===== src/rtl/fifo_stream_pkg.sv =====
// Shared types and constants for the FIFO-to-stream reader.
package fifo_stream_pkg;

  // Number of words the output buffer can hold.
  localparam int unsigned BUF_DEPTH = 2;

  // Buffer occupancy; the encoding equals the number of buffered words.
  typedef enum logic [1:0] {
    EMPTY = 2'd0,
    ONE   = 2'd1,
    TWO   = 2'd2
  } occ_e;

endpackage


===== src/rtl/fifo_stream_skid.sv =====
// Two-entry in-order buffer. The head register drives the stream data
// directly, so the output is always registered.
module fifo_stream_skid
  import fifo_stream_pkg::*;
#(
  parameter int BITS = 32
) (
  input  logic            clk,
  input  logic            rst,
  input  logic            push,
  input  logic [BITS-1:0] push_data,
  input  logic            pop,
  output logic [BITS-1:0] data,
  output logic [1:0]      count,
  output logic            valid
);

  occ_e            state_q, state_d;
  logic [BITS-1:0] head_q, head_d;
  logic [BITS-1:0] tail_q, tail_d;

  // Next occupancy and entry contents from push/pop; head is always the oldest word.
  always_comb begin
    // NOTE: every variable gets a default before the case so no path leaves
    // one unassigned, which would otherwise infer a latch.
    state_d = state_q;
    head_d  = head_q;
    tail_d  = tail_q;
    unique case (state_q)
      EMPTY: begin
        if (push) begin
          head_d  = push_data;
          state_d = ONE;
        end
      end
      ONE: begin
        unique case ({push, pop})
          2'b10: begin
            tail_d  = push_data;
            state_d = TWO;
          end
          2'b01:   state_d = EMPTY;
          2'b11:   head_d  = push_data;
          default: ;
        endcase
      end
      TWO: begin
        // The issuer never pushes into a full buffer unless a pop frees a slot.
        if (pop) begin
          head_d = tail_q;
          if (push) tail_d = push_data;
          else      state_d = ONE;
        end
      end
      default: state_d = EMPTY;
    endcase
  end

  // Occupancy and entry registers with synchronous reset.
  always_ff @(posedge clk) begin
    // NOTE: sequential state uses non-blocking assignments so all registers
    // update together from values sampled at the same edge.
    if (rst) begin
      state_q <= EMPTY;
      // NOTE: both entries are cleared, not just the occupancy, because the
      // head register is the visible stream data and must read 0 in reset.
      head_q  <= '0;
      tail_q  <= '0;
    end else begin
      state_q <= state_d;
      head_q  <= head_d;
      tail_q  <= tail_d;
    end
  end

  assign data  = head_q;
  assign count = state_q;
  assign valid = (state_q != EMPTY);

endmodule


===== src/rtl/fifo_stream_reader.sv =====
// Reads words from a FIFO with one-cycle read latency and presents them as a
// valid/ready stream. Pops are issued only when the two-entry buffer is sure
// to have room when the word arrives, so nothing is dropped.
// Optional feature: define FIFO_STREAM_READER_COUNT_EN to add p_pop_count,
// a wrapping count of stream transfers.
module fifo_stream_reader
  import fifo_stream_pkg::*;
#(
  parameter int BITS = 32
) (
  input  logic            read_clk,
  input  logic            read_rst,
  output logic            p_read_en,
  input  logic [BITS-1:0] p_read_data,
  input  logic            p_read_empty,
  output logic            p_out_valid,
  output logic [BITS-1:0] p_out_data,
  input  logic            p_out_ready
`ifdef FIFO_STREAM_READER_COUNT_EN
  ,
  output logic [31:0]     p_pop_count
`endif
);

  logic       in_flight_q, in_flight_d;
  logic       transfer;
  logic [1:0] buf_count;
  logic [2:0] occ_after;

  assign transfer = p_out_valid && p_out_ready;

  // Words committed to the buffer once this edge completes: buffered plus the
  // one arriving now, minus the one leaving. A new pop is safe only below depth.
  assign occ_after = {1'b0, buf_count} + {2'b00, in_flight_q} - {2'b00, transfer};

  assign p_read_en   = !read_rst && !p_read_empty && (occ_after < 3'(BUF_DEPTH));
  assign in_flight_d = p_read_en;

  // Remember an accepted pop so its data is captured one cycle later.
  always_ff @(posedge read_clk) begin
    if (read_rst) in_flight_q <= 1'b0;
    else          in_flight_q <= in_flight_d;
  end

  fifo_stream_skid #(
    .BITS (BITS)
  ) u_skid (
    .clk       (read_clk),
    .rst       (read_rst),
    .push      (in_flight_q),
    .push_data (p_read_data),
    .pop       (transfer),
    .data      (p_out_data),
    .count     (buf_count),
    .valid     (p_out_valid)
  );

`ifdef FIFO_STREAM_READER_COUNT_EN
  logic [31:0] pop_count_q, pop_count_d;

  assign pop_count_d = transfer ? pop_count_q + 32'd1 : pop_count_q;

  // Transfer counter; wraps naturally at 32 bits.
  always_ff @(posedge read_clk) begin
    if (read_rst) pop_count_q <= '0;
    else          pop_count_q <= pop_count_d;
  end

  assign p_pop_count = pop_count_q;
`endif

endmodule


===== config.mk =====
export PLATFORM = sky130hd
export DESIGN_NAME = fifo_stream_reader
export DESIGN_NICKNAME = d
export VERILOG_FILES = /design/src/rtl/fifo_stream_pkg.sv /design/src/rtl/fifo_stream_skid.sv /design/src/rtl/fifo_stream_reader.sv
export SDC_FILE = /design/constraint.sdc
export NUM_CORES = 1
export LEC_CHECK = 0
export BUFFER_PORTS_ARGS = -buffer_cell sky130_fd_sc_hd__buf_2
export CORE_MARGIN = 5
export CORE_UTILIZATION = 50
export CTS_CLUSTER_DIAMETER = 200
export DETAILED_ROUTE_END_ITERATION = 12
export HOLD_SLACK_MARGIN = 0.15
export PLACE_DENSITY = 0.78
export SLEW_MARGIN = 40
export SYNTH_ARGS = -nofsm -noshare
export SYNTH_HDL_FRONTEND = slang
export SYNTH_SLANG_ARGS = --single-unit

===== constraint.sdc =====
create_clock -name read_clk -period 2.6 [get_ports read_clk]
set_input_delay 0.39 -clock read_clk [delete_from_list [all_inputs] [get_ports read_clk]]
set_output_delay 0.39 -clock read_clk [all_outputs]
set_load 0.02 [all_outputs]

== After elaboration in Yosys (flattened, before gate mapping) ==
Cells that the tools add are included.
Word-level totals
  register bits: 67
  bits in latches: 0
  bits in writable memories: 0
  bits in read-only memories: 0
  input port bits: 36
  output and inout port bits: 34
  word-level logic and storage cells: 43
  memories: 0
Operators by class
  add/subtract/negate cells: 2
  multipliers: 0
  divide/modulo/power cells: 0
  order comparisons: 1
  equality and inequality tests: 12
  shifts and indexed selects: 0
  mux-type cells: 12
  bitwise operators: 0
  reduce and logical (&&, ||, !) cells: 12
Operators by type and width (count)
  $mux 32: 5
  $pmux 32 s3: 1
  $pmux 32 s2: 1
  $reduce_and 4->1: 3
  $ne 2x2->1 const B: 5
  $eq 2x2->1 const B: 3
  $mux 2: 3
  $pmux 2 s3: 1
  $eq 2x1->1 const B: 2
  $pmux 2 s2: 1
  $reduce_bool 2->1: 2
  $add 2x1->3: 1
  $logic_and 1x1->1: 3
  $lt 3x2->1 const B: 1
  $ne 3x2->1 const B: 1
  $reduce_bool 3->1: 1
  $sub 3x1->3: 1
  $logic_not 1->1: 2
  $logic_not 2->1: 1
  $ne 2x1->1 const B: 1

== Logic depth before layout (Yosys ltp) ==
Gate-level depths: netlist (run 1).
  word-level depth: 5
  gate-level depth with buffers: 7
  gate-level depth less buffers: 6

== Hierarchy ==
A second synthesis (run 1) with hierarchy kept.
Unflattened totals
  cell total of the unflattened synthesis: 319
  area, all modules: 3286.9 µm²
By module, submodules not included
  fifo_stream_skid: instances 1, cells each 310, area an instance 3191.8 µm², seq. area each 1321.3 µm²
  fifo_stream_reader: instances 1, cells each 9, area an instance 95.1 µm², seq. area each 20.0 µm²

== Worst setup path after synthesis (run 1) ==
Ideal clock, no wire load.
  kind: register -> output
  start: reg u_skid.state_q[0] (netlist: u_skid.count[0])
  end: out p_read_en
  arrival: 2245 ps
  path slack: -35 ps
  cell stages (with the launch flop): 8
  path buffers: 1
  cells stage by stage: dfxtp_1 > clkinv_1 > clkbuf_1 > nor2_1 > o21ai_0 > fa_1 > xor2_1 > nor4b_1
On the way
  word-level cells in the longest chain between the ends: 5
RTL lines
  from (decl): RTL line fifo_stream_skid.sv:18  | occ_e state_q, state_d;
  from (signal assigned): RTL line fifo_stream_skid.sv:70  | state_q <= state_d;
  branches (longest 2 deep; another with $add 2x1->3)
  $sub 3x1->3 *: RTL line fifo_stream_reader.sv:34  | assign occ_after = {1'b0, buf_count} + {2'b00, in_flight_q} - {2'b00, transfer};
  $lt 3x2->1 *: RTL line fifo_stream_reader.sv:36  | assign p_read_en = !read_rst && !p_read_empty && (occ_after < 3'(BUF_DEPTH));
  $logic_and 1x1->1 *: RTL line fifo_stream_reader.sv:36
  to (decl): RTL line fifo_stream_reader.sv:13  | output logic p_read_en,
Every way passes the cells marked *.

== Final worst setup path (run 1) ==
Ends and elaborated chain as after synthesis.

==> results of run 1 <==
[power groups by stage]
stage               Sequential, W  Clock, W  Combinational, W
global placement          0.00114         0          0.000443
detailed placement        0.00115         0          0.000452
finish                    0.00112  0.000922          0.000448
global route              0.00113  0.000996          0.000489
floorplan                 0.00120         0          0.000267
CTS                       0.00112  0.000946          0.000453
[how the worst max path moves through the flow]
stage | to | slack [ps] | depth (start not counted) | from
final | p_read_en | 100 | 5 | u_skid.count[0]
after global routing | p_read_en | 30 | 5 | u_skid.count[0]
after CTS | p_read_en | 10 | 6 | u_skid.count[0]
after detailed placement | p_read_en | 250 | 7 | p_out_ready
after global placement | p_read_en | 360 | 7 | p_out_ready
after floorplan | p_read_en | 230 | 7 | u_skid.count[0]
[cell usage after synthesis, drive strengths merged]
library cell	count	area share (%)
nor2	1	0.11
nor4b	2	0.51
a21oi	3	0.44
o21ba	1	0.29
nand3b	1	0.22
or3b	1	0.26
o21ai	1	0.15
nand2b	66	12
o21a	1	0.22
fa	1	0.59
a211oi	64	18
nor3b	1	0.22
inv	1	0.11
a21o	2	0.66
nand2	1	0.11
clkinv	1	0.11
or3	1	0.18
xor2	1	0.26
dfxtp	67	39
mux2i	64	19
mux2	1	0.44
and3b	2	0.51
or2	1	0.18
buf	22	4.6
clkbuf	12	1.3
[layout make-up]
cell class | count | share of cell area, %
multi-input combinational | 216 | 47.4
tap | 80 | 2.52
inverter | 2 | 0.189
timing repair buffer | 77 | 10.8
clock inverter | 5 | 1.95
clock buffer | 11 | 3.31
sequential | 67 | 33.8
[registers in the layout (all words and copies together) (netlist names)]
name           flops
in_flight_q        1
u_skid.count       2
u_skid.data       32
u_skid.tail_q     32
[worst register-to-register path: stages, from the launching register on]
cell and delay [ps]:
dfxtp_1 330, buf_4 180, mux2_4 470, a21o_4 460
a211oi_2 260
[stage by stage]
step                      instances  hold WS, ps  util (%)  cell area, um2
final                           458          249      59.1            3970
after global placement          442          457      55.9            3760
after detailed placement        442          465      55.9            3760
after global routing            458          229      59.1            3970
after CTS                       458          233      59.0            3970
after floorplan                 319          448         -            3420
[metal layers]
layer	track usage, %	wire (um)
met3	3.90	299
met1	22.4	3250
met5	0	0
met2	29.4	3760
met4	8.91	164
[cells by family after synthesis]
family,count (synthesis)
AND/OR/NAND/NOR,77
AO/OA/AOI/OAI,72
adder cells (fa/ha/maj),1
multiplexers,65
flip-flops,67
XOR/XNOR,1
buffers and inverters,36
==> flow_metrics.env, run 1 <==
export IMPL_status="complete, no violations"
export IMPL_post_place_ws_ps=245
export IMPL_drt_pass1_iter_count=4
export IMPL_synthAdderAreaFrac_pct=0.586
export IMPL_n_antenna_cell=0
export IMPL_skew_ps=8.17
export IMPL_grt_ovfl_total=0
export IMPL_internal_power_w=0.00181
export IMPL_yosysWarningCount=0
export IMPL_worst_pin_slew_ps=558
export IMPL_maxCapViolations=0
export IMPL_power_switching_w=0.000686
export IMPL_drc=0
export IMPL_synthSimpleGateAreaFrac_pct=14.4
export IMPL_mostFrequentLayoutCells="69 x buf_2, 66 x dfxtp_1, 65 x nand2b_1"
export IMPL_gp_congestion=0.714
export IMPL_rrSetupSlack_ps=820
export IMPL_grt_first_pass_wirelength_um=12300
export IMPL_period_needed_ps=2500
export IMPL_worst_hold_path_type="in2reg"
export IMPL_clockBufferDepth=2
export IMPL_power_density_nw_per_um2=628
export IMPL_crit_buf_inv=1
export IMPL_yosysSeqAreaShare_pct=39.3
export IMPL_chipHeight_um=92.7
export IMPL_grtUsageTotal_pct=18.0
export IMPL_syn_cell_area_um2=3420
export IMPL_cts_tree="yes"
export IMPL_grt_max_degree=38
export IMPL_regToRegEndpoint="u_skid.data[6]"
export IMPL_cts_sinks=67
export IMPL_grt_setup_unrepaired="no"
export IMPL_seqPwrFrac_pct=45.0
export IMPL_min_delay_path_depth=2
export IMPL_critical_path_class="reg2out"
export IMPL_synth_compound_area_share_pct=20.2
export IMPL_initial_core_util_pct=50.9
export IMPL_synthesis_instances=319
export IMPL_clkPwrFrac_pct=37.0
export IMPL_num_io_pins=70
export IMPL_yosys_area_share_xor_xnor_pct=0.256
export IMPL_critical_path_required_ps=2210
export IMPL_avgRoutedWirePerCell_um=16.3
export IMPL_dp_hpwl_um=4790
export IMPL_slew_violations=0
export IMPL_cp_arrival_ps=2110
export IMPL_multiInputGateArea_um2=1880
export IMPL_die_w_um=92.7
export IMPL_numCtsBuffers=9
export IMPL_critPathMaxStageDelay_ps=510
export IMPL_nNetsFinal=410
export IMPL_period_share_pct=96.1
export IMPL_port_buffers=69
export IMPL_cts_post_setup_buffers_inserted=0
export IMPL_min_delay_start="p_read_empty"
export IMPL_min_to="in_flight_q"
export IMPL_grt_antenna_before_repair=0
export IMPL_cts_resized=0
export IMPL_crit_path_end_kind="output port"
export IMPL_coreArea_um2=6720
export IMPL_synth_top_family_by_area="compound AO/OA/AOI/OAI gates"
export IMPL_areaGrowthSynthToFinish_pct=16.3
export IMPL_max_slew_margin_pct=62.8
export IMPL_crit_fanout=7
export IMPL_synthMuxAreaShare_pct=19.2
export IMPL_rows=30
export IMPL_setup_tns_ps=0
export IMPL_synth_avg_cell_area_um2=10.7
export IMPL_power_frac_comb_pct=18.0
export IMPL_setup_viol=0
export IMPL_dieArea_um2=8590
export IMPL_cts_root_buf="clkbuf_8"
export IMPL_rr_startpoint="u_skid.count[1]"
export IMPL_ys_seq_elements=67
export IMPL_path_cells="and3b_2 -> o21ai_0 -> fa_2 -> nor4b_2 -> buf_2"
export IMPL_vias=2522
export IMPL_drtAntennaViolNets=0
export IMPL_via_per_inst=5.51
export IMPL_setup_worst_path_start_class="register"
export IMPL_synthesis_nets=356
export IMPL_insertion_delay_ps=330
export IMPL_final_common_cell="buf_2"
export IMPL_cp_top_family="adder cells"
export IMPL_irDropWorstVdd_v=0.000263
export IMPL_holdBufCountCts=0
export IMPL_ys_types=29
export IMPL_power_leakage_nw=1.70
export IMPL_grt_pass1_vias=2493
export IMPL_drive_gt1_share_pct=35.2
export IMPL_final_hold_viol_count=0
export IMPL_drt_initial_drc_count=103
export IMPL_fmax_mhz=400
export IMPL_rr_worst_depth=4
export IMPL_slowest_stage="fa_2"
export IMPL_p_sw_share_pct=27.5
export IMPL_wl_um=7470
export IMPL_fill_cells=562
export IMPL_htreeDepth=3
export IMPL_power_w=0.00249
export IMPL_clk_pin_slew_ps=70
export IMPL_worst_slack_ps=101
export IMPL_regArea_um2=1340
(Power assumes the default switching activity.)
==> run 2: changes to the inputs <==
- MAX_ROUTING_LAYER: default -> met4
==> run 2 against run 1 <==
  * Maximum frequency rose by 0.46%
  * Total power about the same
  * Largest cell class unchanged
  * Critical path type unchanged
  * Hold slack about the same
  * Flip-flop and latch count did not move
  * Critical endpoint unchanged
  * Largest power group unchanged
  * Register-to-register slack barely moved
  * Clock power about the same
  * Clock skew about the same
==> flow_metrics.env, run 2 (synthesized netlist as in run 1, its figures left out) <==
export IMPL_power_density_nw_per_um2=628
export IMPL_via_per_inst=5.55
export IMPL_grt_max_degree=38
export IMPL_drt_initial_drc_count=104
export IMPL_grtUsageTotal_pct=18.5
export IMPL_chipHeight_um=92.7
export IMPL_drtAntennaViolNets=0
export IMPL_path_cells="and3b_2 -> o21ai_0 -> fa_2 -> nor4b_2 -> buf_2"
export IMPL_crit_path_end_kind="output port"
export IMPL_gp_congestion=0.722
export IMPL_cts_resized=0
export IMPL_worst_slack_ps=112
export IMPL_status="complete, no violations"
export IMPL_grt_setup_unrepaired="no"
export IMPL_period_share_pct=95.7
export IMPL_drive_gt1_share_pct=35.2
export IMPL_drc=0
export IMPL_final_common_cell="buf_2"
export IMPL_worst_pin_slew_ps=560
export IMPL_maxCapViolations=0
export IMPL_initial_core_util_pct=50.9
export IMPL_dieArea_um2=8590
export IMPL_grt_antenna_before_repair=0
export IMPL_worst_hold_path_type="in2reg"
export IMPL_num_io_pins=70
export IMPL_coreArea_um2=6720
export IMPL_slew_violations=0
export IMPL_numCtsBuffers=9
export IMPL_critical_path_required_ps=2210
export IMPL_final_hold_viol_count=0
export IMPL_power_leakage_nw=1.70
export IMPL_max_slew_margin_pct=62.7
export IMPL_n_antenna_cell=0
export IMPL_clockBufferDepth=2
export IMPL_cts_root_buf="clkbuf_8"
export IMPL_critical_path_class="reg2out"
export IMPL_setup_viol=0
export IMPL_mostFrequentLayoutCells="69 x buf_2, 66 x dfxtp_1, 65 x nand2b_1"
export IMPL_fin_hold_ws_ps=249
export IMPL_htreeDepth=3
export IMPL_skew_ps=7.90
export IMPL_holdBufCountCts=0
export IMPL_cp_arrival_ps=2100
export IMPL_rows=30
export IMPL_crit_fanout=7
export IMPL_power_w=0.00250
export IMPL_setup_worst_path_start_class="register"
export IMPL_critPathMaxStageDelay_ps=510
export IMPL_dp_hpwl_um=4790
export IMPL_grt_ovfl_total=0
export IMPL_slowest_stage="fa_2"
export IMPL_wl_um=7500
export IMPL_post_place_ws_ps=245
export IMPL_irDropWorstVdd_v=0.000263
export IMPL_avgRoutedWirePerCell_um=16.4
export IMPL_clk_pin_slew_ps=70
export IMPL_vias=2541
export IMPL_period_needed_ps=2490
export IMPL_setup_tns_ps=0
export IMPL_grt_first_pass_wirelength_um=12300
export IMPL_areaGrowthSynthToFinish_pct=16.3
export IMPL_fill_cells=562
export IMPL_final_core_util_pct=59.1
export IMPL_fmax_mhz=402
export IMPL_insertion_delay_ps=330
export IMPL_drt_pass1_iter_count=4
export IMPL_die_w_um=92.7
export IMPL_cts_post_setup_buffers_inserted=0
export IMPL_nNetsFinal=410
export IMPL_cts_tree="yes"
export IMPL_cts_sinks=67
export IMPL_grt_pass1_vias=2487
export IMPL_port_buffers=69
[run 2: area by class of cell]
cell class	instances	area (um2)	area share [%]
clock buffers	11	131	3.31
well taps	80	100	2.52
inverters	2	7.51	0.189
clock inverters	5	77.6	1.95
repair buffers	77	430	10.8
flip-flops and latches	67	1340	33.8
multi-input cells	216	1880	47.4
[run 2: power breakdown]
group	leakage (nW)	internal [W]	switching (W)
clock network	0.103	0.000538	0.000385
logic	1.05	0.000183	0.000266
registers	0.548	0.00109	0.0000356
total	1.70	0.00181	0.000687
[run 2: worst max-delay path: cells and delay by family, from the launching register on]
family / cells / cell delay [ps]
AOI/OAI and AO/OA: 1 / 300
adders and majority gates: 1 / 510
buffers and inverters: 1 / 180
DFF: 1 / 370
and+or+nand+nor: 2 / 420
[run 2: path summary, 6_finish.rpt]
check | start | to | slack (ps) | cells past startpoint
setup / recovery | u_skid.count[0] | p_read_en | 110 | 5
hold / removal | p_read_empty | in_flight_q | 250 | 2
setup reg to reg | u_skid.count[1] | u_skid.data[6] | 810 | 4
hold reg to reg | u_skid.tail_q[10] | u_skid.tail_q[10] | 480 | 2
[run 2: stage by stage]
step,std cells,area (um2)
floorplan,319,3420
global placement,442,3760
detailed placement,442,3760
CTS,458,3970
global route,458,3970
finish,458,3970
[run 2: metal layers]
metal  up-vias  GRT usage [%]  share of wire [%]
met5         -              -                  0
met4         0           8.91                2.2
met3        14           3.57                4.0
met2        57           29.3                 50
met1      1217           22.7                 44
li1       1253              -                  -
